### src/rtl/ft_regfile_recovery.sv
// ---------------------------------------------------------------------------
// ft_regfile_recovery
//
// Recovery datapath that sits behind the fault-tolerance controller. When the
// controller raises its recover request, this block streams the architectural
// register file out of the healthy core and writes it into both cores. It
// then restores the last checkpointed PC and answers with a one-cycle done
// pulse that the controller consumes as recovery_done.
//
// Ports
//   clk_i            clock, all state changes on the rising edge
//   rst_i            asynchronous active-high reset
//   start_i          recover request (level); its rising edge in IDLE starts
//   load_pc_i        checkpoint enable; pc_i is captured while high in IDLE
//   source_sel_i     healthy core select (0 = core A, 1 = core B)
//   pc_i             committed PC from the pipeline
//   rf_re_o          register-file read enable towards the source core
//   rf_raddr_o       read address (0 while rf_re_o is low)
//   rf_rdata_a_i     core A read data, valid one cycle after the address
//   rf_rdata_b_i     core B read data, same timing as core A
//   rf_we_o          write enable, broadcast to both cores
//   rf_waddr_o       write address (0 while rf_we_o is low)
//   rf_wdata_o       write data, taken from the selected core's read port
//   pc_we_o          PC restore strobe
//   pc_o             checkpointed PC
//   busy_o           recovery in progress
//   recovery_done_o  one-cycle completion pulse
//   recovery_count_o completed recoveries, saturating at 255
// ---------------------------------------------------------------------------
module ft_regfile_recovery #(
  parameter int NUM_REGS   = 32,
  parameter int ADDR_WIDTH = 5,
  parameter int DATA_WIDTH = 32
) (
  input  logic                  clk_i,
  input  logic                  rst_i,
  input  logic                  start_i,
  input  logic                  load_pc_i,
  input  logic                  source_sel_i,
  input  logic [DATA_WIDTH-1:0] pc_i,
  output logic                  rf_re_o,
  output logic [ADDR_WIDTH-1:0] rf_raddr_o,
  input  logic [DATA_WIDTH-1:0] rf_rdata_a_i,
  input  logic [DATA_WIDTH-1:0] rf_rdata_b_i,
  output logic                  rf_we_o,
  output logic [ADDR_WIDTH-1:0] rf_waddr_o,
  output logic [DATA_WIDTH-1:0] rf_wdata_o,
  output logic                  pc_we_o,
  output logic [DATA_WIDTH-1:0] pc_o,
  output logic                  busy_o,
  output logic                  recovery_done_o,
  output logic [7:0]            recovery_count_o
);

  localparam logic [2:0] ST_IDLE       = 3'd0;
  localparam logic [2:0] ST_COPY       = 3'd1;
  localparam logic [2:0] ST_DRAIN      = 3'd2;
  localparam logic [2:0] ST_PC_RESTORE = 3'd3;
  localparam logic [2:0] ST_DONE       = 3'd4;

  localparam logic [ADDR_WIDTH-1:0] LAST_ADDR = ADDR_WIDTH'(NUM_REGS - 1);

  logic [2:0]            r_state;
  logic [ADDR_WIDTH-1:0] r_cnt;
  logic                  r_startQ;
  logic                  r_srcSel;
  logic                  r_wrValid;
  logic [ADDR_WIDTH-1:0] r_wrAddr;
  logic [DATA_WIDTH-1:0] r_pc;
  logic [7:0]            r_count;

  logic w_idle;
  logic w_copy;
  logic w_startEdge;
  logic w_lastReg;

  assign w_idle    = (r_state == ST_IDLE);
  assign w_copy    = (r_state == ST_COPY);
  assign w_lastReg = (r_cnt == LAST_ADDR);

  // Only a fresh rising edge seen while idle starts a recovery. Edges during
  // a recovery are dropped, and a level still high after DONE has start_q
  // already set, so it cannot retrigger.
  assign w_startEdge = w_idle & start_i & ~r_startQ;

  // Delayed copy of the request, used for edge detection.
  always_ff @(posedge clk_i or posedge rst_i) begin
    if (rst_i) begin
      r_startQ <= 1'b0;
    end else begin
      r_startQ <= start_i;
    end
  end

  // PC checkpoint. Only sampled while idle so pipeline activity during a
  // recovery cannot disturb the value that is about to be restored.
  always_ff @(posedge clk_i or posedge rst_i) begin
    if (rst_i) begin
      r_pc <= '0;
    end else if (w_idle && load_pc_i) begin
      r_pc <= pc_i;
    end
  end

  // Sequencer. The source core is latched at start so the selection stays
  // stable for the whole copy even if the controller changes its mind.
  always_ff @(posedge clk_i or posedge rst_i) begin
    if (rst_i) begin
      r_state  <= ST_IDLE;
      r_cnt    <= '0;
      r_srcSel <= 1'b0;
    end else begin
      case (r_state)
        ST_IDLE: begin
          if (w_startEdge) begin
            r_cnt    <= '0;
            r_srcSel <= source_sel_i;
            r_state  <= ST_COPY;
          end
        end
        ST_COPY: begin
          if (w_lastReg) begin
            r_state <= ST_DRAIN;
          end else begin
            r_cnt <= r_cnt + ADDR_WIDTH'(1);
          end
        end
        ST_DRAIN: begin
          r_state <= ST_PC_RESTORE;
        end
        ST_PC_RESTORE: begin
          r_state <= ST_DONE;
        end
        ST_DONE: begin
          r_state <= ST_IDLE;
        end
        default: begin
          r_state <= ST_IDLE;
        end
      endcase
    end
  end

  // Write stage: each read issued in COPY becomes a write one cycle later,
  // lining up with the synchronous read data of the source core.
  always_ff @(posedge clk_i or posedge rst_i) begin
    if (rst_i) begin
      r_wrValid <= 1'b0;
      r_wrAddr  <= '0;
    end else if (w_copy) begin
      r_wrValid <= 1'b1;
      r_wrAddr  <= r_cnt;
    end else begin
      r_wrValid <= 1'b0;
      r_wrAddr  <= '0;
    end
  end

  // Completed-recovery counter, holding at its maximum instead of wrapping.
  always_ff @(posedge clk_i or posedge rst_i) begin
    if (rst_i) begin
      r_count <= '0;
    end else if ((r_state == ST_DONE) && (r_count != 8'hFF)) begin
      r_count <= r_count + 8'd1;
    end
  end

  // All strobes decode straight from registers, so reset clears them
  // without waiting for a clock edge.
  assign rf_re_o          = w_copy;
  assign rf_raddr_o       = w_copy ? r_cnt : '0;
  assign rf_we_o          = r_wrValid;
  assign rf_waddr_o       = r_wrValid ? r_wrAddr : '0;
  assign rf_wdata_o       = r_srcSel ? rf_rdata_b_i : rf_rdata_a_i;
  assign pc_we_o          = (r_state == ST_PC_RESTORE);
  assign pc_o             = r_pc;
  assign busy_o           = ~w_idle;
  assign recovery_done_o  = (r_state == ST_DONE);
  assign recovery_count_o = r_count;

endmodule

### config.mk
export PLATFORM = sky130hd
export DESIGN_NAME = ft_regfile_recovery
export DESIGN_NICKNAME = d
export VERILOG_FILES = /design/src/rtl/ft_regfile_recovery.sv
export SDC_FILE = /design/constraint.sdc
export NUM_CORES = 1
export LEC_CHECK = 0
export CORE_MARGIN = 2
export CORE_UTILIZATION = 41
export CTS_BUF_LIST = sky130_fd_sc_hd__clkbuf_4 sky130_fd_sc_hd__clkbuf_8
export CTS_CLUSTER_DIAMETER = 100
export DETAILED_ROUTE_END_ITERATION = 16
export GPL_ROUTABILITY_DRIVEN = 0
export GPL_TIMING_DRIVEN = 0
export PLACE_DENSITY = 0.89
export SLEW_MARGIN = 20
export SYNTH_ARGS = -nofsm -noshare
export SYNTH_HDL_FRONTEND = slang
export SYNTH_SLANG_ARGS = --single-unit
### constraint.sdc
create_clock -name clk_i -period 3.1 [get_ports clk_i]
set_input_delay 0.775 -clock clk_i [delete_from_list [all_inputs] [get_ports clk_i]]
set_output_delay 0.775 -clock clk_i [all_outputs]
set_load 0.05 [all_outputs]
==> metrics.md, run 1 <==
| Metric | Value |
|---|---|
| Status | finished clean |
| TritonCTS clock tree | done |
| Finish-stage setup viols | 0 |
| Tightest Hold Check Type | reg2reg |
| Final Cycle Share | 0.962 |
| Core area | 6830 um^2 |
| Gate Count Post-Synth | 216 |
| Beginning of the worst register-to-register path | r_cnt[0] |
| Crit path DAT | 2.21 ns |
| Levels on crit path | 3 |
| Max Clk Rate | 335 MHz |
| Std-Cell Rows | 30 |
| Skew-Pair Late Insertion Delay | 0.31 ns |
| # diodes | 0 |
| Final Max Tran Viols | 0 |
| CTS Root Cell | clkbuf_8 |
| Critical Path, Cell by Cell | clkdlybuf4s50_1 -> mux2_2 -> clkdlybuf4s50_1 |
| HPWL after DPL | 6630 um |
| Drt wl/cell | 17.1 um |
| Buffer and inverter count on the worst path | 2 |
| Synth Flop Type | dfrtp_1 |
| Post-synth EDFFs | 0 |
| Vias in the first global route | 2480 |
| Post-CTS Hold Buffers | 0 |
| ANT nets after route | 0 |
| Syn avg cell area | 13.5 um^2 |
| Post-Syn Area | 2920 um^2 |
| Post-cts sizing count | 4 |
| CTS buffer count | 5 |
| Top cell by count, worst path | clkdlybuf4s50_1 |
| Maxcap violations | 0 |
| Cell Pwr Density | 1040 nW/um^2 |
| CP endpoint kind | primary output |
| Fillers | 488 |
| Die W | 88.4 um |
| Post-synthesis sequential area ratio | 0.480 |
| Total I/O pin count | 188 |
| Synth Warn # | 0 |
| Reg2reg setup slack | 1.09 ns |
| First-pass GRT wire length | 12800 um |
| Vias per cell | 4.78 |
| Critical path's slowest cell | clkdlybuf4s50_1 |
| Critical Path Start | rf_rdata_b_i[0] |
| Minimum clock period after layout | 2.98 ns |
| Initial DRC count | 132 |
| Area grow syn2layout | 74.5% |
| Post-CTS Setup Bufs | 0 |
| IO Port Bufs | 187 |
| Met2 GRT Util | 0.351 |
| Worst Setup EP | rf_wdata_o[0] |
| Worst Path Class, Setup | in2out |
| Final worst slack | 0.118 ns |
| Crit path largest cell delay | 0.81 ns |
| Final Power | 5280 uW |
| Total Die Area | 7820 um^2 |
| Seq cells post-synth | 56 |
| Pin count of the biggest net entering global routing | 57 |
| P_leak | 0.00247 uW |
| CTS H-tree depth | 2 |
| Max clock buf depth | 2 |
| Clk_skew | 0.00761 ns |
| Grt peak-use layer | met2 |
| Final Hold Violating Endpoints | 0 |
| Post-layout nets | 514 |
| Asr flop ratio synth | 1.00 |
| R2R Path End | r_cnt[2] |
| Setup crit start kind | input port |
| RSZ-0062 raised after global routing | no |
| Synthesized Nets | 320 |
| Total Wirelength | 8670 um |
| GR Util met1 | 0.271 |
| Met3 Usage GRT | 0.0653 |
| GRT overflow | 0 |
| CTS clk-pin slew, worst paths | 0.09 ns |
| R2R depth | 6 |
| DR vias | 2424 |
| Clock tree sinks | 56 |
| Gr usage total | 0.213 |
| Initial core utilization | 0.428 |
| Critical Path RT | 2.32 ns |
| Fin util | 0.746 |
| Sum of negative setup slack | 0 ns |
| Antenna violations before repair | 0 |
| First drt pass iteration count | 4 |
| Worst vdd ir | 0.000444 V |
| Crit-path leading delay family | buffers and inverters |
| Slew at the pin closest to its max-slew limit | 0.674 ns |
| # DRC | 0 |
| Max_slew headroom | 0.550 |
| Critical-path maximum fanout | 1 |
| Dpl ws | 0.123 ns |
| Share of post-route cells with drive strength above 1 | 0.209 |
| Netlist cell types | 37 |
| Die Span Y | 88.4 um |
-- power breakdown --
part           total [uW]  internal [uW]  switching, uW  leakage [uW]
Sequential           1220           1030            191      0.000684
Combinational        3650           1470           2170       0.00174
Clock                 406            170            236     0.0000448
Total                5280           2680           2600       0.00247
-- layout make-up --
cell class | count | area (um^2) | share of cell area
Sequential cell | 56 | 1400 | 0.275
Tap cell | 96 | 120 | 0.0236
Clock buffer | 6 | 76.3 | 0.0150
Clock inverter | 2 | 16.3 | 0.00319
Timing Repair Buffer | 187 | 1960 | 0.384
Inverter | 7 | 28.8 | 0.00564
Buffer | 12 | 115 | 0.0226
Multi-Input combinational cell | 141 | 1380 | 0.271
-- stage by stage --
stage          hold WS, ns  area [um^2]  instances
2_1_floorplan        0.528         2920        216
3_3_place_gp         0.469         4910        499
3_5_place_dp         0.479         4920        499
4_1_cts              0.503         5010        507
5_1_grt              0.529         5100        507
6_report             0.499         5100        507
-- logic make-up after synthesis --
logic type / count (synthesis) / synth area share
buffers and inverters: 19 / 0.0471
and+or+nand+nor: 46 / 0.0955
adders and majority gates: 3 / 0.0128
xor gates and xnor gates: 2 / 0.00600
DFF: 56 / 0.480
muxes: 71 / 0.311
AOI/OAI and AO/OA: 19 / 0.0475
-- registers in the layout, summed over array words and instances (netlist names) --
register          count
r_startQ              1
r_cnt                 5
r_wrAddr              5
pc_o                 32
recovery_count_o      8
rf_we_o               1
r_srcSel              1
r_state               3
-- placed cells by master (no fill, tap or decap), types with 2 or more instances in the layout --
| cell | netlist | routed |
|---|---|---|
| mux2_4 | 30 | 30 |
| inv_1 | 7 | 6 |
| nand4b_1 | 2 | 2 |
| buf_2 | 2 | 2 |
| nand3_1 | 4 | 4 |
| mux2i_1 | 2 | 2 |
| xnor2_1 | 2 | 2 |
| clkbuf_2 | 0 | 3 |
| clkbuf_1 | 5 | 2 |
| a22o_1 | 2 | 2 |
| and3_1 | 10 | 10 |
| nand2_1 | 5 | 5 |
| clkdlybuf4s50_1 | 0 | 151 |
| and2_1 | 6 | 6 |
| o21ai_0 | 5 | 5 |
| a21oi_1 | 4 | 4 |
| mux2_1 | 5 | 5 |
| dlymetal6s2s_1 | 0 | 35 |
| buf_6 | 2 | 2 |
| mux2_2 | 34 | 34 |
| clkbuf_8 | 0 | 5 |
| nand2b_1 | 2 | 2 |
| dfrtp_1 | 56 | 56 |
| nand4_1 | 3 | 3 |
| ha_1 | 3 | 3 |
| nor2_1 | 8 | 8 |
| buf_12 | 3 | 3 |
-- synth_stat cells (all sizes together) (2+ instances only) --
cell type  number  area, um^2
inv             7        26.3
xnor2           2        17.5
clkbuf          5        18.8
and2            6        37.5
nand4           3        18.8
ha              3        37.5
a21oi           4        20.0
mux2           69         890
nor2            9        50.1
a22o            2        17.5
dfrtp          56        1400
mux2i           2        20.0
and3           10        62.6
nand2b          2        12.5
nand2           5        18.8
nand3           4        20.0
o21ai           5        25.0
nand4b          2        17.5
buf             7        92.6
-- per-layer routing --
layer | wire length [um] | share of wire | vias up
met1 | 3510 | 0.41 | 1168
li1 | - | - | 1163
met2 | 4430 | 0.51 | 82
met3 | 582 | 0.067 | 11
met4 | 139 | 0.016 | 0
met5 | 0 | 0 | -
-- worst min path at each step --
stage                     endpoint      from  slack [ns]  cells past startpoint
after detailed placement  pc_o[11]  pc_o[11]        0.48                      1
after floorplan           r_cnt[4]  r_cnt[4]        0.53                      2
after global routing      pc_o[29]  pc_o[29]        0.53                      1
after CTS                 pc_o[11]  pc_o[11]        0.50                      1
after global placement    pc_o[11]  pc_o[11]        0.47                      1
final                     pc_o[11]  pc_o[11]        0.50                      1
Note: power is estimated with default switching activity, not from simulation.
==> inputs of run 2 (changes only) <==
--- a/config.mk
+++ b/config.mk
@@ -6,13 +6,12 @@
 export NUM_CORES = 1
 export LEC_CHECK = 0
 export CORE_MARGIN = 2
-export CORE_UTILIZATION = 41
+export CORE_UTILIZATION = 25
 export CTS_BUF_LIST = sky130_fd_sc_hd__clkbuf_4 sky130_fd_sc_hd__clkbuf_8
 export CTS_CLUSTER_DIAMETER = 100
 export DETAILED_ROUTE_END_ITERATION = 16
 export GPL_ROUTABILITY_DRIVEN = 0
 export GPL_TIMING_DRIVEN = 0
-export PLACE_DENSITY = 0.89
 export SLEW_MARGIN = 20
 export SYNTH_ARGS = -nofsm -noshare
 export SYNTH_HDL_FRONTEND = slang
==> metrics.md, run 2 (synthesis results as in run 1) <==
| Metric | Value |
|---|---|
| Initial DRC count | 60 |
| ANT nets after route | 0 |
| Share of total power in combinational logic | 0.691 |
| Total Die Area | 12600 um^2 |
| Slew at the pin closest to its max-slew limit | 0.694 ns |
| TritonCTS clock tree | done |
| Vias per cell | 4.31 |
| First drt pass iteration count | 4 |
| Maxcap violations | 0 |
| Core area | 11400 um^2 |
| DR vias | 2388 |
| Worst Path Class, Setup | in2out |
| Final worst slack | 0.129 ns |
| RSZ-0062 raised after global routing | no |
| IO Port Bufs | 187 |
| Most frequent cells in the layout | 151 x clkdlybuf4s50_1, 56 x dfrtp_1, 34 x mux2_2, 30 x mux2_4, 29 x dlymetal6s2s_1 |
| CTS H-tree depth | 2 |
| Initial core utilization | 0.256 |
| Fillers | 1099 |
| P_leak | 0.00242 uW |
| Total I/O pin count | 188 |
| Max_slew headroom | 0.538 |
| Commonest non-fill, non-tap cell in the layout | clkdlybuf4s50_1 |
| Fin util | 0.450 |
| Antenna violations before repair | 0 |
| Post-CTS Hold Buffers | 0 |
| Cell Pwr Density | 1020 nW/um^2 |
| # DRC | 0 |
| Clock tree sinks | 56 |
| Flop pwr share | 0.231 |
| Minimum clock period after layout | 2.97 ns |
| Switching power | 2580 uW |
| Pin count of the biggest net entering global routing | 57 |
| CTS buffer count | 5 |
| Status | finished clean |
| # diodes | 0 |
| Vias in the first global route | 2433 |
| Skew-Pair Late Insertion Delay | 0.30 ns |
| Hold WS | 0.499 ns |
| First-pass GRT wire length | 13300 um |
| Crit path DAT | 2.20 ns |
| Tightest Hold Check Type | reg2reg |
| Dpl ws | 0.0739 ns |
| Total Wirelength | 8420 um |
| Gr usage total | 0.131 |
| Finish-stage setup viols | 0 |
| Sum of negative setup slack | 0 ns |
| HPWL after DPL | 6590 um |
| Die Span Y | 112 um |
| Worst vdd ir | 0.000655 V |
| Drt wl/cell | 15.2 um |
| Critical Path RT | 2.32 ns |
| Power Internal | 2660 uW |
| Setup crit start kind | input port |
| CP endpoint kind | primary output |
| Switching share of power | 0.492 |
| Critical-path maximum fanout | 1 |
| Max Clk Rate | 337 MHz |
| Max clock buf depth | 2 |
| Final Cycle Share | 0.958 |
| Std-Cell Rows | 39 |
| Die W | 112 um |
| Post-layout nets | 514 |
| Final Hold Violating Endpoints | 0 |
| Share of post-route cells with drive strength above 1 | 0.212 |
| Clock share of power | 0.077 |
| Area grow syn2layout | 75.8% |
| CTS clk-pin slew, worst paths | 0.10 ns |
| Clk_skew | 0.00339 ns |
| CTS Root Cell | clkbuf_8 |
| Final Max Tran Viols | 0 |
| Number of flip-flops in the largest register | 32 |
| GRT overflow | 0 |
## run 2: worst paths after layout
path | from | endpoint | slack (ns) | depth (start not counted)
min in group asynchronous | rst_i | pc_o[10] | 0.92 | 2
max in group asynchronous | rst_i | r_cnt[2] | 1.71 | 2
hold / removal | pc_o[10] | pc_o[10] | 0.50 | 1
hold reg to reg | pc_o[10] | pc_o[10] | 0.50 | 1
setup / recovery | rf_rdata_a_i[31] | rf_wdata_o[31] | 0.13 | 3
setup reg to reg | r_cnt[0] | r_cnt[3] | 1.13 | 6
## run 2: layer usage
layer  up-vias  GRT usage  wire (um)
li1       1159          -          -
met1      1172      0.177       3660
met2        55      0.227       4410
met3         2     0.0194        311
met4         0     0.0244         43
met5         -          0          0
## run 2: power groups by stage
stage / sequential, uW / combinational [uW] / clock (uW)
floorplan: 2000 / 1730 / 0
global placement: 1210 / 3660 / 0
detailed placement: 1230 / 3680 / 0
CTS: 1220 / 3670 / 429
global route: 1250 / 3770 / 470
finish: 1210 / 3620 / 406
## run 2: final cells by class
type	instances	area, um^2	area share
tap	143	179	0.0348
inverter	7	28.8	0.00560
buffer	12	115	0.0224
sequential	56	1400	0.273
multi-input combinational	141	1390	0.270
clock buffer	6	76.3	0.0149
timing repair buffer	187	1940	0.377
clock inverter	2	16.3	0.00317
## run 2: worst max-delay path, stage by stage
cell and delay (ns):
clkdlybuf4s50_1 0.45, mux2_2 0.15, clkdlybuf4s50_1 0.82
## run 2: metrics by stage
stage	power [uW]	area [um^2]	instances
after detailed placement	4910	4970	546
after CTS	5320	5060	554
final	5240	5140	554
after floorplan	3730	2920	216
after global routing	5490	5140	554
after global placement	4870	4970	546
## run 2: repair_timing
| item | CTS | global route |
|---|---|---|
| buffers inserted | 0 | 0 |
| resized for setup | 8 | 34 |
| setup endpoints to repair | 33 | 30 |
